`src/rtl/npu_sdram_pkg.sv`:
```
// Shared SDRAM-side definitions for the NPU write-back path: word geometry,
// burst-count width and the write-back FSM state type.
package npu_sdram_pkg;

  localparam int SDRAM_DATA_W         = 128;
  localparam int SDRAM_BYTES_PER_WORD = SDRAM_DATA_W / 8;
  localparam int BURSTCNT_W           = 11;

  typedef enum logic [2:0] {
    IDLE,
    FILL,
    START,
    XFER,
    WAIT_DONE
  } wb_state_t;

endpackage

```
`src/rtl/wb_sync_fifo.sv`:
```
// Synchronous show-ahead FIFO: rd_data always presents the head word, and a pop
// advances it on the next edge. Push into full or pop from empty is dropped.
module wb_sync_fifo #(
  parameter int DATA_W = 128,
  parameter int DEPTH  = 16
) (
  input  logic                         clk,
  input  logic                         rst,
  input  logic                         push,
  input  logic [DATA_W-1:0]            wr_data,
  input  logic                         pop,
  output logic [DATA_W-1:0]            rd_data,
  output logic [$clog2(DEPTH):0]       count,
  output logic                         full,
  output logic                         empty
);
  localparam int AW = $clog2(DEPTH);

  logic [DATA_W-1:0] mem [DEPTH];
  logic [AW-1:0]     wr_ptr, rd_ptr;
  logic              do_push, do_pop;

  assign full    = (count == (AW + 1)'(DEPTH));
  assign empty   = (count == '0);
  assign do_push = push && !full;
  assign do_pop  = pop && !empty;
  assign rd_data = mem[rd_ptr];

  // NOTE: storage is deliberately not reset; pointers and count alone define
  // which entries are valid, so clearing them flushes the FIFO.
  always_ff @(posedge clk) begin
    if (do_push) mem[wr_ptr] <= wr_data;
  end

  always_ff @(posedge clk) begin
    if (rst) begin
      wr_ptr <= '0;
      rd_ptr <= '0;
      count  <= '0;
    end else begin
      if (do_push) wr_ptr <= wr_ptr + 1'b1;
      if (do_pop)  rd_ptr <= rd_ptr + 1'b1;
      case ({do_push, do_pop})
        2'b10:   count <= count + 1'b1;
        2'b01:   count <= count - 1'b1;
        default: count <= count;
      endcase
    end
  end

endmodule

```
`src/rtl/sdram_wb_buffer.sv`:
```
// Buffers NPU result words and drains them to the SDRAM wrapper as write bursts
// of up to BURST_MAX words. Define WB_STATS_EN to add burst/stall counters.
module sdram_wb_buffer #(
  parameter int SDRAM_DATA_W = npu_sdram_pkg::SDRAM_DATA_W,
  parameter int FIFO_DEPTH   = 16,
  parameter int BURST_MAX    = 8
) (
  input  logic                                  clk,
  input  logic                                  rst,
  input  logic                                  cfg_start,
  input  logic [31:0]                           cfg_addr,
  input  logic [15:0]                           cfg_cnt,
  input  logic                                  in_valid,
  output logic                                  in_ready,
  input  logic [SDRAM_DATA_W-1:0]               in_data,
  output logic [31:0]                           rw_addr,
  output logic [npu_sdram_pkg::BURSTCNT_W-1:0]  rw_cnt,
  output logic                                  write_start,
  input  logic                                  write_nxt,
  output logic [SDRAM_DATA_W-1:0]               write_data,
  input  logic                                  rw_done,
`ifdef WB_STATS_EN
  output logic [15:0]                           stat_bursts,
  output logic [31:0]                           stat_stall,
`endif
  output logic                                  busy,
  output logic                                  done
);
  import npu_sdram_pkg::*;

  localparam int CW             = $clog2(FIFO_DEPTH) + 1;
  localparam int BYTES_PER_WORD = SDRAM_DATA_W / 8;

  wb_state_t              state_q, state_d;
  logic [31:0]            addr_q;
  logic [15:0]            remaining_q, job_len_q, accepted_q, want;
  logic [BURSTCNT_W-1:0]  pop_cnt_q;
  logic                   rw_done_seen_q, done_zero_q;
  logic                   fin, push, pop, job_go;
  logic                   fifo_full, fifo_empty;
  logic [CW-1:0]          fifo_count;

  assign want        = (remaining_q > 16'(BURST_MAX)) ? 16'(BURST_MAX) : remaining_q;
  assign busy        = (state_q != IDLE);
  assign in_ready    = busy && !fifo_full && (accepted_q < job_len_q);
  assign push        = in_valid && in_ready;
  assign pop         = (state_q == XFER) && write_nxt && !fifo_empty;
  assign job_go      = (state_q == IDLE) && cfg_start && (cfg_cnt != '0);
  assign write_start = (state_q == START);
  assign done        = done_zero_q || (fin && state_d == IDLE);

  wb_sync_fifo #(
    .DATA_W (SDRAM_DATA_W),
    .DEPTH  (FIFO_DEPTH)
  ) u_fifo (
    .clk     (clk),
    .rst     (rst),
    .push    (push),
    .wr_data (in_data),
    .pop     (pop),
    .rd_data (write_data),
    .count   (fifo_count),
    .full    (fifo_full),
    .empty   (fifo_empty)
  );

  // NOTE: every output of this block gets a default first, so no path through
  // the case statement can leave a value held and infer a latch.
  always_comb begin
    state_d = state_q;
    fin     = 1'b0;
    case (state_q)
      IDLE:      if (job_go) state_d = FILL;
      FILL:      if (16'(fifo_count) >= want) state_d = START;
      START:     state_d = XFER;
      XFER:      if (pop && pop_cnt_q == rw_cnt - 1'b1) state_d = WAIT_DONE;
      WAIT_DONE: begin
        // An rw_done seen during XFER is honoured here, after the last pop.
        if (rw_done || rw_done_seen_q) begin
          fin     = 1'b1;
          state_d = (remaining_q > 16'(rw_cnt)) ? FILL : IDLE;
        end
      end
      default:   state_d = IDLE;
    endcase
  end

  // NOTE: sequential state uses non-blocking assignments only, so every
  // register here updates from pre-edge values regardless of statement order.
  always_ff @(posedge clk) begin
    if (rst) begin
      state_q        <= IDLE;
      addr_q         <= '0;
      remaining_q    <= '0;
      job_len_q      <= '0;
      accepted_q     <= '0;
      pop_cnt_q      <= '0;
      rw_done_seen_q <= 1'b0;
      done_zero_q    <= 1'b0;
      rw_addr        <= '0;
      rw_cnt         <= '0;
    end else begin
      state_q     <= state_d;
      done_zero_q <= (state_q == IDLE) && cfg_start && (cfg_cnt == '0);
      if (job_go) begin
        addr_q      <= cfg_addr;
        remaining_q <= cfg_cnt;
        job_len_q   <= cfg_cnt;
        accepted_q  <= '0;
      end
      if (push) accepted_q <= accepted_q + 16'd1;
      if (state_q == FILL && state_d == START) begin
        rw_addr   <= addr_q;
        rw_cnt    <= want[BURSTCNT_W-1:0];
        pop_cnt_q <= '0;
      end
      if (pop) pop_cnt_q <= pop_cnt_q + 1'b1;
      if (state_q == XFER && rw_done) rw_done_seen_q <= 1'b1;
      if (fin) begin
        addr_q         <= addr_q + 32'(rw_cnt) * 32'(BYTES_PER_WORD);
        remaining_q    <= remaining_q - 16'(rw_cnt);
        rw_done_seen_q <= 1'b0;
      end
    end
  end

`ifdef WB_STATS_EN
  // Saturating counters; only rst clears them, never a new job.
  always_ff @(posedge clk) begin
    if (rst) begin
      stat_bursts <= '0;
      stat_stall  <= '0;
    end else begin
      if (write_start && stat_bursts != '1) stat_bursts <= stat_bursts + 1'b1;
      if (busy && in_valid && !in_ready && stat_stall != '1) stat_stall <= stat_stall + 1'b1;
    end
  end
`endif

endmodule

```
`config.mk`:
```
export PLATFORM = sky130hd
export DESIGN_NAME = sdram_wb_buffer
export DESIGN_NICKNAME = d
export VERILOG_FILES = /design/src/rtl/npu_sdram_pkg.sv /design/src/rtl/wb_sync_fifo.sv /design/src/rtl/sdram_wb_buffer.sv
export SDC_FILE = /design/constraint.sdc
export NUM_CORES = 2
export LEC_CHECK = 0
export CAP_MARGIN = 20
export CORE_UTILIZATION = 44
export CTS_BUF_LIST = sky130_fd_sc_hd__clkbuf_16
export CTS_CLUSTER_SIZE = 12
export DETAILED_ROUTE_END_ITERATION = 7
export PLACE_DENSITY = 0.57
export SLEW_MARGIN = 30
export SYNTH_ARGS = -nofsm -noshare
export SYNTH_HDL_FRONTEND = slang
export SYNTH_SLANG_ARGS = --single-unit
```
`constraint.sdc`:
```
create_clock -name clk -period 15.84 [get_ports clk]
set_input_delay 4.752 -clock clk [delete_from_list [all_inputs] [get_ports clk]]
set_output_delay 4.752 -clock clk [all_outputs]
set_load 0.02 [all_outputs]
```
==> impl_metrics.ini <==
[run_status]
outcome = finished clean

[route]
dr_total_vias = 41500
drtIter0Drc = 3579
drc = 0
drtAntennaViolNets = 0
wirelength_um = 205000
dr.pass1.iters = 5
avgViaCountPerCell = 5.81
wl_per_cell_um = 28.7

[finish]
drive_gt1_share_pct = 22.1
num-fill-cells = 15300
post-route-util_pct = 51.5
final_common_cell = edfxtp_1
design_area_um2 = 99200
layout.nets = 4680
multi_input_area_um2 = 19900
ff_latch_area_um2 = 64600
synthToLayoutAreaGrowth_pct = 16.1
most-common-layout-cells = 2,048 x edfxtp_1, 625 x mux4_2, 355 x clkdlybuf4s50_1

[global_routing]
antenna_found_initial = 32
grt_usage_pct = 21.0
grt_pass1_wl_um = 300000
grt_overflow = 0
grt_max_degree = 104
grt_pass1_vias = 43100

[sta]
min_period_over_period_pct = 71.2
tns_ps = 0
slew_violations = 0
setup_viol = 0
tightestPinTransition_ps = 1040
rsz0062_at_grt = no
clock.fmax_mhz = 88.7
skew_ps = 60.5
fin_crit_ps = 11270
max-slew-margin-rel_pct = 30.7
hold_viol_final = 0

[power_and_ir_drop]
power_density_nw_per_um2 = 121
power_switching_uw = 2520
clkPwrFrac_pct = 41.8
p_int_uw = 9430
p_seq_share_pct = 54.0
p_comb_share_pct = 4.2
worst_ir_drop_vdd_mv = 0.0880
switching_share_pct = 21.1
leakagePower_uw = 0.0304

[floorplanning]
rows = 161
die_h_um = 443
io_pins = 357
core_um2 = 193000
die_w_um = 443
initial_core_util_pct = 44.3
dieArea_um2 = 196000

[yosys]
synth-seq-cells = 2204
mappedNetlistNets = 4231
synth_warnings = 0
synth_edf_count = 2048
ys_seq_area_share_pct = 75.7
synthFlopType = edfxtp_1
synth_cell_types = 80
syn_inst = 3992
syn_avg_cell_area_um2 = 21.4
synthArstFlopShare_pct = 0
syn_area_um2 = 85400

[clocking]
clockBufferDepth = 3
cts.clk_slew.worst_paths_ps = 60
post_cts_resized = 0
numCtsBuffers = 227
htreeDepth = 4
clkSinkCount = 2204
postCtsHoldBufs = 0
cts_root_buf = clkbuf_16
insertion_delay_ps = 880
cts_tree = built
post_cts_buffers = 0

[worst_setup_path]
r2r-end = u_fifo.mem[3][40]
crit_type = primary input to primary output
end_kind = primary output
cp-start-kind = primary input
r2r_slack_ps = 11080
r2r_cells = 10
cp.required_ps = 11090
path_max_fanout = 3
worst_ep_arrival_time_ps = 6520
timing.rr.start = accepted_q[9]

[hold_path]
hold_path_class = flip-flop to flip-flop
holdPathStages = 2
whs_endpoint = rw_addr[3]
hp-start = addr_q[3]

[place]
dp_hpwl_um = 103000
placed_cell_area_um2 = 92200
numPortBuffers = 356
gp_congestion = 0.779

[flow_run]
drv_cap = 0
-- power by group through the flow --
stage          registers [µW]  logic, µW  clock network (µW)
6_report                 6450        507                5000
4_1_cts                  6450        515                5110
3_5_place_dp             6570        513                   0
3_3_place_gp             6570        505                   0
2_1_floorplan            6570        241                   0
5_1_grt                  6450        547                5330
-- kinds of logic (layout without fill, tap and decap cells) --
| family | count (synthesis) | in the layout | synth area share, % |
|---|---|---|---|
| buf+inv | 256 | 877 | 1.20 |
| other cells | 1 | 7 | 0.00439 |
| fa+ha+maj | 57 | 57 | 0.861 |
| flops | 2204 | 2204 | 75.7 |
| simple gates | 473 | 473 | 2.74 |
| xor+xnor | 32 | 32 | 0.328 |
| compound gates | 322 | 322 | 2.45 |
| mux | 647 | 647 | 16.7 |
-- cell type report --
class                           instances  share of cell area [%]
Sequential cell                      2204                    65.2
Multi-Input combinational cell       1532                    20.0
Inverter                               52                   0.199
Antenna cell                            6                  0.0151
Clock inverter                        169                    1.16
Tap cell                             2526                    3.19
Clock buffer                          232                    5.85
Timing Repair Buffer                  424                    4.38
-- synth_stat cells, types with 5 or more instances --
library cell	count	area share (%)
nor3b_1	6	0.053
xor2_1	15	0.15
nand2_1	176	0.77
a21boi_0	5	0.044
a211o_1	9	0.092
mux4_2	625	16
inv_1	49	0.22
clkbuf_1	123	0.54
nor3_1	36	0.21
nor4_1	8	0.059
or4_1	11	0.097
and3_1	32	0.23
dfxtp_1	156	3.7
nor2b_1	27	0.20
o21bai_1	5	0.044
ha_1	54	0.79
buf_2	42	0.25
a311oi_1	6	0.062
nor2_1	76	0.33
a21oi_1	121	0.71
nand3b_1	14	0.12
o311ai_0	7	0.072
nand3_1	36	0.21
buf_1	36	0.16
mux2i_1	19	0.22
xnor2_1	17	0.17
edfxtp_1	2048	72
a31oi_1	22	0.16
o211ai_1	14	0.12
o21a_1	12	0.11
or3_1	16	0.12
nand4_1	11	0.081
a22oi_1	6	0.053
a21o_1	17	0.15
o21ai_0	31	0.18
and2_1	7	0.051
o31ai_1	9	0.079
a211oi_1	20	0.18
-- how the worst max path moves through the flow --
stage               startpoint               end  depth (start not counted)
floorplan             in_valid  u_fifo.mem[3][0]                          3
global placement       rw_done              done                          5
detailed placement     rw_done              done                          5
CTS                    rw_done              done                          5
global route           rw_done              done                          5
finish                 rw_done              done                          5
-- layer usage --
metal  wire (µm)  track usage [%]
met3       10100             3.59
met2      101000             34.1
met4        4180             5.32
met1       90000             29.6
met5         276            0.440
-- through the flow --
stage / total power (µW) / cells / setup WS [ps] / hold WS (ps)
final: 12000 / 7145 / 4570 / 455
after global routing: 12300 / 7143 / 4470 / 474
after CTS: 12100 / 7138 / 4550 / 455
after detailed placement: 7090 / 6737 / 4570 / 446
after global placement: 7080 / 6733 / 4530 / 437
after floorplan: 6810 / 3992 / 1390 / 432
-- critical path, stage by stage --
cell             delay, ps
clkdlybuf4s50_1        540
nor2_1                 120
nand3b_1               210
o21bai_1               240
clkdlybuf4s50_1        660
-- registers in the layout, summed over array words and instances (netlist names), named ones only --
register        count
u_fifo.mem       2048
addr_q             32
rw_addr            32
accepted_q         16
job_len_q          16
remaining_q        16
pop_cnt_q          11
rw_cnt             11
u_fifo.count        5
u_fifo.rd_ptr       4
u_fifo.wr_ptr       4
state_q             3
done_zero_q         1
rw_done_seen_q      1
Power figures use the tool's default switching activity.
